File: src/rtl/uart_frame_rx.sv
// uart_frame_rx -- length-aware UART frame assembler.
//
// Collects bytes from a UART low-level receiver into a HEADER_SIZE-bit header
// followed by a payload whose byte count is taken from a header field. The
// completed frame is passed downstream over a valid/ready handshake. An
// assembly register and an output register form a double buffer, so the next
// frame can be received while the previous one waits to be consumed.
// Malformed frames are dropped on inter-byte timeout or over-length.
//
// Optional feature: define UART_FRAME_RX_CHECKSUM_EN to expect one trailing
// checksum byte (XOR of all header and payload bytes). A mismatch drops the
// frame with code 3.
//
// Ports:
//   clk_in          in   clock
//   rst_n_in        in   asynchronous active-low reset
//   ll_valid_in     in   byte available from the UART receiver
//   ll_byte_in      in   received byte
//   ll_ready_out    out  a byte is accepted this cycle when ll_valid_in is high
//   header_out      out  header of the output frame
//   message_out     out  payload of the output frame (unused upper bits 0)
//   length_out      out  payload length in bytes of the output frame
//   bdge_valid_out  out  output frame valid, held until accepted
//   ctrl_ready_in   in   downstream accepts the frame
//   err_out         out  one-cycle pulse when a frame is dropped
//   err_code_out    out  cause of last drop: 1 timeout, 2 over-length, 3 checksum
module uart_frame_rx #(
  parameter int HEADER_SIZE      = 32,
  parameter int MAX_MESSAGE_SIZE = 512,
  parameter int LEN_LSB          = 0,
  parameter int LEN_WIDTH        = 8,
  parameter int TIMEOUT_CYCLES   = 100000
) (
  input  logic                        clk_in,
  input  logic                        rst_n_in,
  input  logic                        ll_valid_in,
  input  logic [7:0]                  ll_byte_in,
  output logic                        ll_ready_out,
  output logic [HEADER_SIZE-1:0]      header_out,
  output logic [MAX_MESSAGE_SIZE-1:0] message_out,
  output logic [LEN_WIDTH-1:0]        length_out,
  output logic                        bdge_valid_out,
  input  logic                        ctrl_ready_in,
  output logic                        err_out,
  output logic [1:0]                  err_code_out
);

  localparam int HDR_BYTES = HEADER_SIZE / 8;
  localparam int MAX_BYTES = MAX_MESSAGE_SIZE / 8;
  localparam int HDR_CW    = $clog2(HDR_BYTES + 1);
  localparam int MAX_CW    = $clog2(MAX_BYTES + 1);
  localparam int CNT_W0    = (LEN_WIDTH > HDR_CW) ? LEN_WIDTH : HDR_CW;
  // One spare bit so byte_cnt + 1 never wraps at the largest length.
  localparam int CNT_W     = ((CNT_W0 > MAX_CW) ? CNT_W0 : MAX_CW) + 1;
  localparam int TMO_W     = (TIMEOUT_CYCLES > 1) ? $clog2(TIMEOUT_CYCLES + 1) : 1;

  localparam logic [CNT_W-1:0] MAX_BYTES_C = CNT_W'(MAX_BYTES);
  localparam logic [CNT_W-1:0] HDR_LAST_C  = CNT_W'(HDR_BYTES - 1);
  localparam logic [TMO_W-1:0] TMO_LAST_C  = TMO_W'(TIMEOUT_CYCLES - 1);

  typedef enum logic [2:0] {
    S_IDLE,
    S_HEADER,
    S_PAYLOAD,
    S_CHECK,
    S_COMMIT,
    S_STALL
  } state_t;

  state_t                      state_reg;
  logic [CNT_W-1:0]            byte_cnt_reg;
  logic [TMO_W-1:0]            tmo_cnt_reg;
  logic [LEN_WIDTH-1:0]        len_reg;
  logic [HEADER_SIZE-1:0]      hdr_asm_reg;
  logic [MAX_MESSAGE_SIZE-1:0] msg_asm_reg;
  logic [HEADER_SIZE-1:0]      hdr_out_reg;
  logic [MAX_MESSAGE_SIZE-1:0] msg_out_reg;
  logic [LEN_WIDTH-1:0]        len_out_reg;
  logic                        out_valid_reg;
  logic                        ready_reg;
  logic                        err_reg;
  logic [1:0]                  err_code_reg;
`ifdef UART_FRAME_RX_CHECKSUM_EN
  logic [7:0]                  csum_reg;
`endif

  logic                        accept;
  logic                        hdr_last;
  logic                        pay_last;
  logic                        overlen;
  logic [HEADER_SIZE-1:0]      hdr_new;
  logic [LEN_WIDTH-1:0]        len_new;
  logic [HDR_BYTES-1:0]        hdr_sel;
  logic [MAX_BYTES-1:0]        msg_sel;

  assign accept   = ll_valid_in && ready_reg;
  assign hdr_last = (byte_cnt_reg == HDR_LAST_C);
  assign pay_last = ((byte_cnt_reg + CNT_W'(1)) == CNT_W'(len_reg));
  assign overlen  = (CNT_W'(len_reg) > MAX_BYTES_C);

  // Byte-lane selects. Payload lanes beyond MAX_BYTES simply do not exist, so
  // an over-length frame stores only its first MAX_BYTES bytes.
  for (genvar gi = 0; gi < HDR_BYTES; gi++) begin : g_hdr_sel
    assign hdr_sel[gi] = (byte_cnt_reg == CNT_W'(gi));
  end
  for (genvar gi = 0; gi < MAX_BYTES; gi++) begin : g_msg_sel
    assign msg_sel[gi] = (byte_cnt_reg == CNT_W'(gi));
  end

  // Header with the incoming byte merged in. In IDLE the previous frame's
  // header is ignored, which gives the clear-at-frame-start behaviour.
  always_comb begin
    hdr_new = (state_reg == S_IDLE) ? '0 : hdr_asm_reg;
    for (int i = 0; i < HDR_BYTES; i++) begin
      if (hdr_sel[i]) hdr_new[i*8 +: 8] = ll_byte_in;
    end
  end
  assign len_new = hdr_new[LEN_LSB +: LEN_WIDTH];

  always_ff @(posedge clk_in or negedge rst_n_in) begin
    if (!rst_n_in) begin
      state_reg     <= S_IDLE;
      byte_cnt_reg  <= '0;
      tmo_cnt_reg   <= '0;
      len_reg       <= '0;
      hdr_asm_reg   <= '0;
      msg_asm_reg   <= '0;
      hdr_out_reg   <= '0;
      msg_out_reg   <= '0;
      len_out_reg   <= '0;
      out_valid_reg <= 1'b0;
      // Ready comes up on the first clock after reset release.
      ready_reg     <= 1'b0;
      err_reg       <= 1'b0;
      err_code_reg  <= 2'd0;
`ifdef UART_FRAME_RX_CHECKSUM_EN
      csum_reg      <= 8'd0;
`endif
    end else begin
      err_reg <= 1'b0;
      if (state_reg == S_IDLE) ready_reg <= 1'b1;
      // Consumption frees the output register unless a commit refills it below.
      if (out_valid_reg && ctrl_ready_in) out_valid_reg <= 1'b0;

      case (state_reg)
        S_IDLE, S_HEADER: begin
          if (accept) begin
            hdr_asm_reg <= hdr_new;
            if (state_reg == S_IDLE) msg_asm_reg <= '0;
`ifdef UART_FRAME_RX_CHECKSUM_EN
            csum_reg <= (state_reg == S_IDLE) ? ll_byte_in : (csum_reg ^ ll_byte_in);
`endif
            if (hdr_last) begin
              len_reg      <= len_new;
              byte_cnt_reg <= '0;
              if (len_new != '0) begin
                state_reg <= S_PAYLOAD;
              end else begin
`ifdef UART_FRAME_RX_CHECKSUM_EN
                state_reg <= S_CHECK;
`else
                state_reg <= S_COMMIT;
                ready_reg <= 1'b0;
`endif
              end
            end else begin
              byte_cnt_reg <= byte_cnt_reg + CNT_W'(1);
              state_reg    <= S_HEADER;
            end
          end
        end

        S_PAYLOAD: begin
          if (accept) begin
            for (int i = 0; i < MAX_BYTES; i++) begin
              if (msg_sel[i]) msg_asm_reg[i*8 +: 8] <= ll_byte_in;
            end
`ifdef UART_FRAME_RX_CHECKSUM_EN
            csum_reg <= csum_reg ^ ll_byte_in;
`endif
            if (pay_last) begin
              byte_cnt_reg <= '0;
`ifdef UART_FRAME_RX_CHECKSUM_EN
              state_reg <= S_CHECK;
`else
              if (overlen) begin
                state_reg    <= S_IDLE;
                err_reg      <= 1'b1;
                err_code_reg <= 2'd2;
              end else begin
                state_reg <= S_COMMIT;
                ready_reg <= 1'b0;
              end
`endif
            end else begin
              byte_cnt_reg <= byte_cnt_reg + CNT_W'(1);
            end
          end
        end

`ifdef UART_FRAME_RX_CHECKSUM_EN
        S_CHECK: begin
          if (accept) begin
            byte_cnt_reg <= '0;
            // Over-length is reported in preference to a checksum mismatch.
            if (overlen) begin
              state_reg    <= S_IDLE;
              err_reg      <= 1'b1;
              err_code_reg <= 2'd2;
            end else if (ll_byte_in == csum_reg) begin
              state_reg <= S_COMMIT;
              ready_reg <= 1'b0;
            end else begin
              state_reg    <= S_IDLE;
              err_reg      <= 1'b1;
              err_code_reg <= 2'd3;
            end
          end
        end
`endif

        S_COMMIT, S_STALL: begin
          if (!out_valid_reg || ctrl_ready_in) begin
            hdr_out_reg   <= hdr_asm_reg;
            msg_out_reg   <= msg_asm_reg;
            len_out_reg   <= len_reg;
            out_valid_reg <= 1'b1;
            ready_reg     <= 1'b1;
            byte_cnt_reg  <= '0;
            state_reg     <= S_IDLE;
          end else begin
            state_reg <= S_STALL;
          end
        end

        default: begin
          state_reg    <= S_IDLE;
          byte_cnt_reg <= '0;
          ready_reg    <= 1'b1;
        end
      endcase

      // Inter-byte timeout, active only while a frame is partially received.
      // An accepted byte in the same cycle always wins over expiry.
      if ((TIMEOUT_CYCLES != 0) &&
          (state_reg == S_HEADER || state_reg == S_PAYLOAD || state_reg == S_CHECK)) begin
        if (accept) begin
          tmo_cnt_reg <= '0;
        end else if (tmo_cnt_reg == TMO_LAST_C) begin
          tmo_cnt_reg  <= '0;
          byte_cnt_reg <= '0;
          state_reg    <= S_IDLE;
          err_reg      <= 1'b1;
          err_code_reg <= 2'd1;
        end else begin
          tmo_cnt_reg <= tmo_cnt_reg + TMO_W'(1);
        end
      end else begin
        tmo_cnt_reg <= '0;
      end
    end
  end

  assign ll_ready_out   = ready_reg;
  assign header_out     = hdr_out_reg;
  assign message_out    = msg_out_reg;
  assign length_out     = len_out_reg;
  assign bdge_valid_out = out_valid_reg;
  assign err_out        = err_reg;
  assign err_code_out   = err_code_reg;

endmodule

File: config.mk
export PLATFORM = sky130hd
export DESIGN_NAME = uart_frame_rx
export DESIGN_NICKNAME = d
export VERILOG_FILES = /design/src/rtl/uart_frame_rx.sv
export SDC_FILE = /design/constraint.sdc
export NUM_CORES = 2
export LEC_CHECK = 0
export BUFFER_PORTS_ARGS = -buffer_cell sky130_fd_sc_hd__buf_4
export CAP_MARGIN = 20
export CORE_MARGIN = 1
export CORE_UTILIZATION = 30
export DETAILED_ROUTE_END_ITERATION = 10
export MAX_ROUTING_LAYER = met4
export REMOVE_ABC_BUFFERS = 1
export SLEW_MARGIN = 10
export SYNTH_ARGS = -nofsm -noshare
export SYNTH_HDL_FRONTEND = slang
export SYNTH_SLANG_ARGS = --single-unit
File: constraint.sdc
create_clock -name clk_in -period 5.6 [get_ports clk_in]
set_clock_uncertainty 0.2 [all_clocks]
set_input_delay 0.28 -clock clk_in [delete_from_list [all_inputs] [get_ports clk_in]]
set_output_delay 0.28 -clock clk_in [all_outputs]
set_load 0.03 [all_outputs]
==> flow_summary.toml <==
[grt]
first_global_vias = 27420
gr-total-overflow = 0
grt_pass1_wl_um = 184200
grt_usage_pct = 17.40
antenna_found_initial = 5
grt_max_degree = 186

[sta]
finalMaxSlewViolations = 0
worst_slew_pin_slew_ns = 1.158
period_share_pct = 63.47
rsz0062_at_grt = "false"
fmax_mhz = 281.4
final-setup-viol-count = 0
hold_viol = 0
setup_tns_ns = 0
period_needed_ns = 3.554
holdWs_ns = 0.2054
slew_headroom_pct = 22.79

[clock_network]
clk_pin_slew_worst_paths_ns = 0.06
root_buffer = "clkbuf_16"
clk_latency_ns = 0.76
cts_tree = "built"
cts_max_level = 3
cts_resized = 0
numCtsBuffers = 120
cts_sinks = 1138
clock_path_buffers = 3

[detailed_routing]
vias = 26927
drt_iter0_drc = 1620
drt_pass1_iterations = 6
routed_wl_um = 123100
wire_per_inst_um = 21.30
vias_per_cell = 4.658
antenna_left = 0
remaining_drc_errors = 0

[floorplan]
io_pins = 569
die-width_um = 381.1
rows = 138
dieHeight_um = 381.1
start_util_pct = 30.34
coreArea_sq_um = 142100
die_area_sq_um = 145200

[synth]
syn_avg_cell_area_sq_um = 13.21
synth_ff_type = "dfrtp_1"
syn_area_sq_um = 43120
synth_cell_type_count = 64
seq_area_frac_synth_pct = 66.04
synth-edff-count = 0
synth_cells = 3263
ys_ff_latch = 1138
yosysWarnings = 0
synthArstFlopShare_pct = 100.0

[setup_path]
worstSetupPathType = "flip-flop to flip-flop"
crit_chain = "inv_1 -> nand2_1 -> nor2_4 -> buf_12 -> buf_12 -> mux2_2"
worst-path-buf-inv = 3
cp_top_family = "buffers and inverters"
cp-start-kind = "flip-flop"
worstPathMaxFanout = 133
crit_arrival_ns = 3.96
critPathMaxStageDelay_ns = 0.78
r2r_slack_ns = 2.05
crit_path_end_kind = "flip-flop"
cp.required_ns = 6.01
crit_top_cell = "buf_12"
ff2ff_path_depth = 6
cp_slowest_cell = "dfrtp_4"
cp.depth = 6

[pwr]
p_leak_nw = 26.54
finalPower_mw = 18.59
worst_ir_drop_vdd_uv = 272.2
power_density_nw_per_um2 = 346.3

[finish]
final_common_cell = "dfrtp_1"
final_cell_count_no_fill = 5781
final_cell_mix = "dfrtp_1 (1137), mux2_2 (705), buf_4 (588), nand2_1 (493), o21ai_0 (417)"
post-route-cell-area_sq_um = 53680
layout-drive-gt1-share_pct = 40.02
layout.nets = 3810
area_growth_pct = 24.49

[place]
hpwl_um = 79000
placed_area_sq_um = 49410
numPortBuffers = 568
gp_congestion = 0.8042
placed_cells = 5547

[flow_run]
maxCapViolations = 0

[hold_path]
hold_depth = 4
hp-class = "input port to flip-flop"

[status]
outcome = "completed"
timing repair:
action,4_1_cts,5_1_grt
endpoints found under the hold margin,133,0
buffers inserted,0,0
hold buffers,13,0
worst min-delay path: stages:
cell and delay (ns):
dlygate4sd3_1 0.52, buf_4 0.19, nand2_1 0.06, o21ai_0 0.07
area by class of cell:
class / instances / area [sq um]
Antenna cell: 3 / 7.507
Clock buffer: 178 / 3603
Clock inverter: 39 / 508.0
Fill cell: 13625 / 88420
Inverter: 12 / 45.04
Multi-Input combinational cell: 1907 / 13870
Sequential cell: 1138 / 28480
Tap cell: 1890 / 2365
Timing Repair Buffer: 614 / 4797
where the power goes:
part | switching (mW) | total (mW) | internal (mW)
clock network | 3.37 | 8.22 | 4.85
registers | 0.208 | 8.58 | 8.37
logic | 1.33 | 1.79 | 0.454
total | 4.91 | 18.6 | 13.7
cells in the mapped netlist, drive strengths merged (3+ instances only):
master / n / area share [%]
dfrtp: 1138 / 66
mux2: 713 / 19
nand2: 503 / 4.4
o21ai: 430 / 5.0
clkbuf: 159 / 1.4
nor2: 60 / 0.53
buf: 47 / 0.55
nand3: 36 / 0.43
a21oi: 26 / 0.44
a31oi: 17 / 0.25
xor2: 16 / 0.32
and3: 15 / 0.22
inv: 12 / 0.10
nor4: 10 / 0.16
a22o: 9 / 0.18
xnor2: 8 / 0.16
nand4: 7 / 0.10
ha: 5 / 0.15
nor3: 5 / 0.084
or3: 5 / 0.073
a211oi: 3 / 0.052
nor2b: 3 / 0.044
or2: 3 / 0.044
logic make-up after synthesis:
kind of cell	Yosys count	synth area share, %
AO/OA/AOI/OAI	504	6.323
XOR/XNOR	24	0.4875
adder cells (fa/ha/maj)	5	0.1451
buffers and inverters	218	2.040
flip-flops	1138	66.04
multiplexers	714	18.64
AND/OR/NAND/NOR	660	6.317
metal layers:
metal | wire length, um | GRT usage (%) | vias up
met5 | 0 | - | -
met4 | 2513 | 4.083 | 0
met3 | 10570 | 6.343 | 166
met2 | 57020 | 26.60 | 684
met1 | 53010 | 21.87 | 13758
li1 | - | - | 12319
worst paths after layout:
path	start	to
min in group asynchronous	rst_n_in	message_out[238]
max in group asynchronous	rst_n_in	state_reg[1]
worst min-delay path	ll_byte_in[0]	hdr_asm_reg[8]
worst max register to register	state_reg[1]	message_out[379]
worst max-delay path	state_reg[1]	message_out[379]
worst min register to register	msg_asm_reg[508]	msg_asm_reg[508]
per-stage QoR:
| step | setup WS, ns | util [%] |
|---|---|---|
| 2_1_floorplan | -21.64 | - |
| 3_3_place_gp | 2.040 | 34.77 |
| 3_5_place_dp | 1.981 | 34.77 |
| 4_1_cts | 1.942 | 37.76 |
| 5_1_grt | 1.815 | 37.77 |
| 6_report | 2.046 | 37.78 |
No activity file was read; power rests on OpenSTA's default activity.
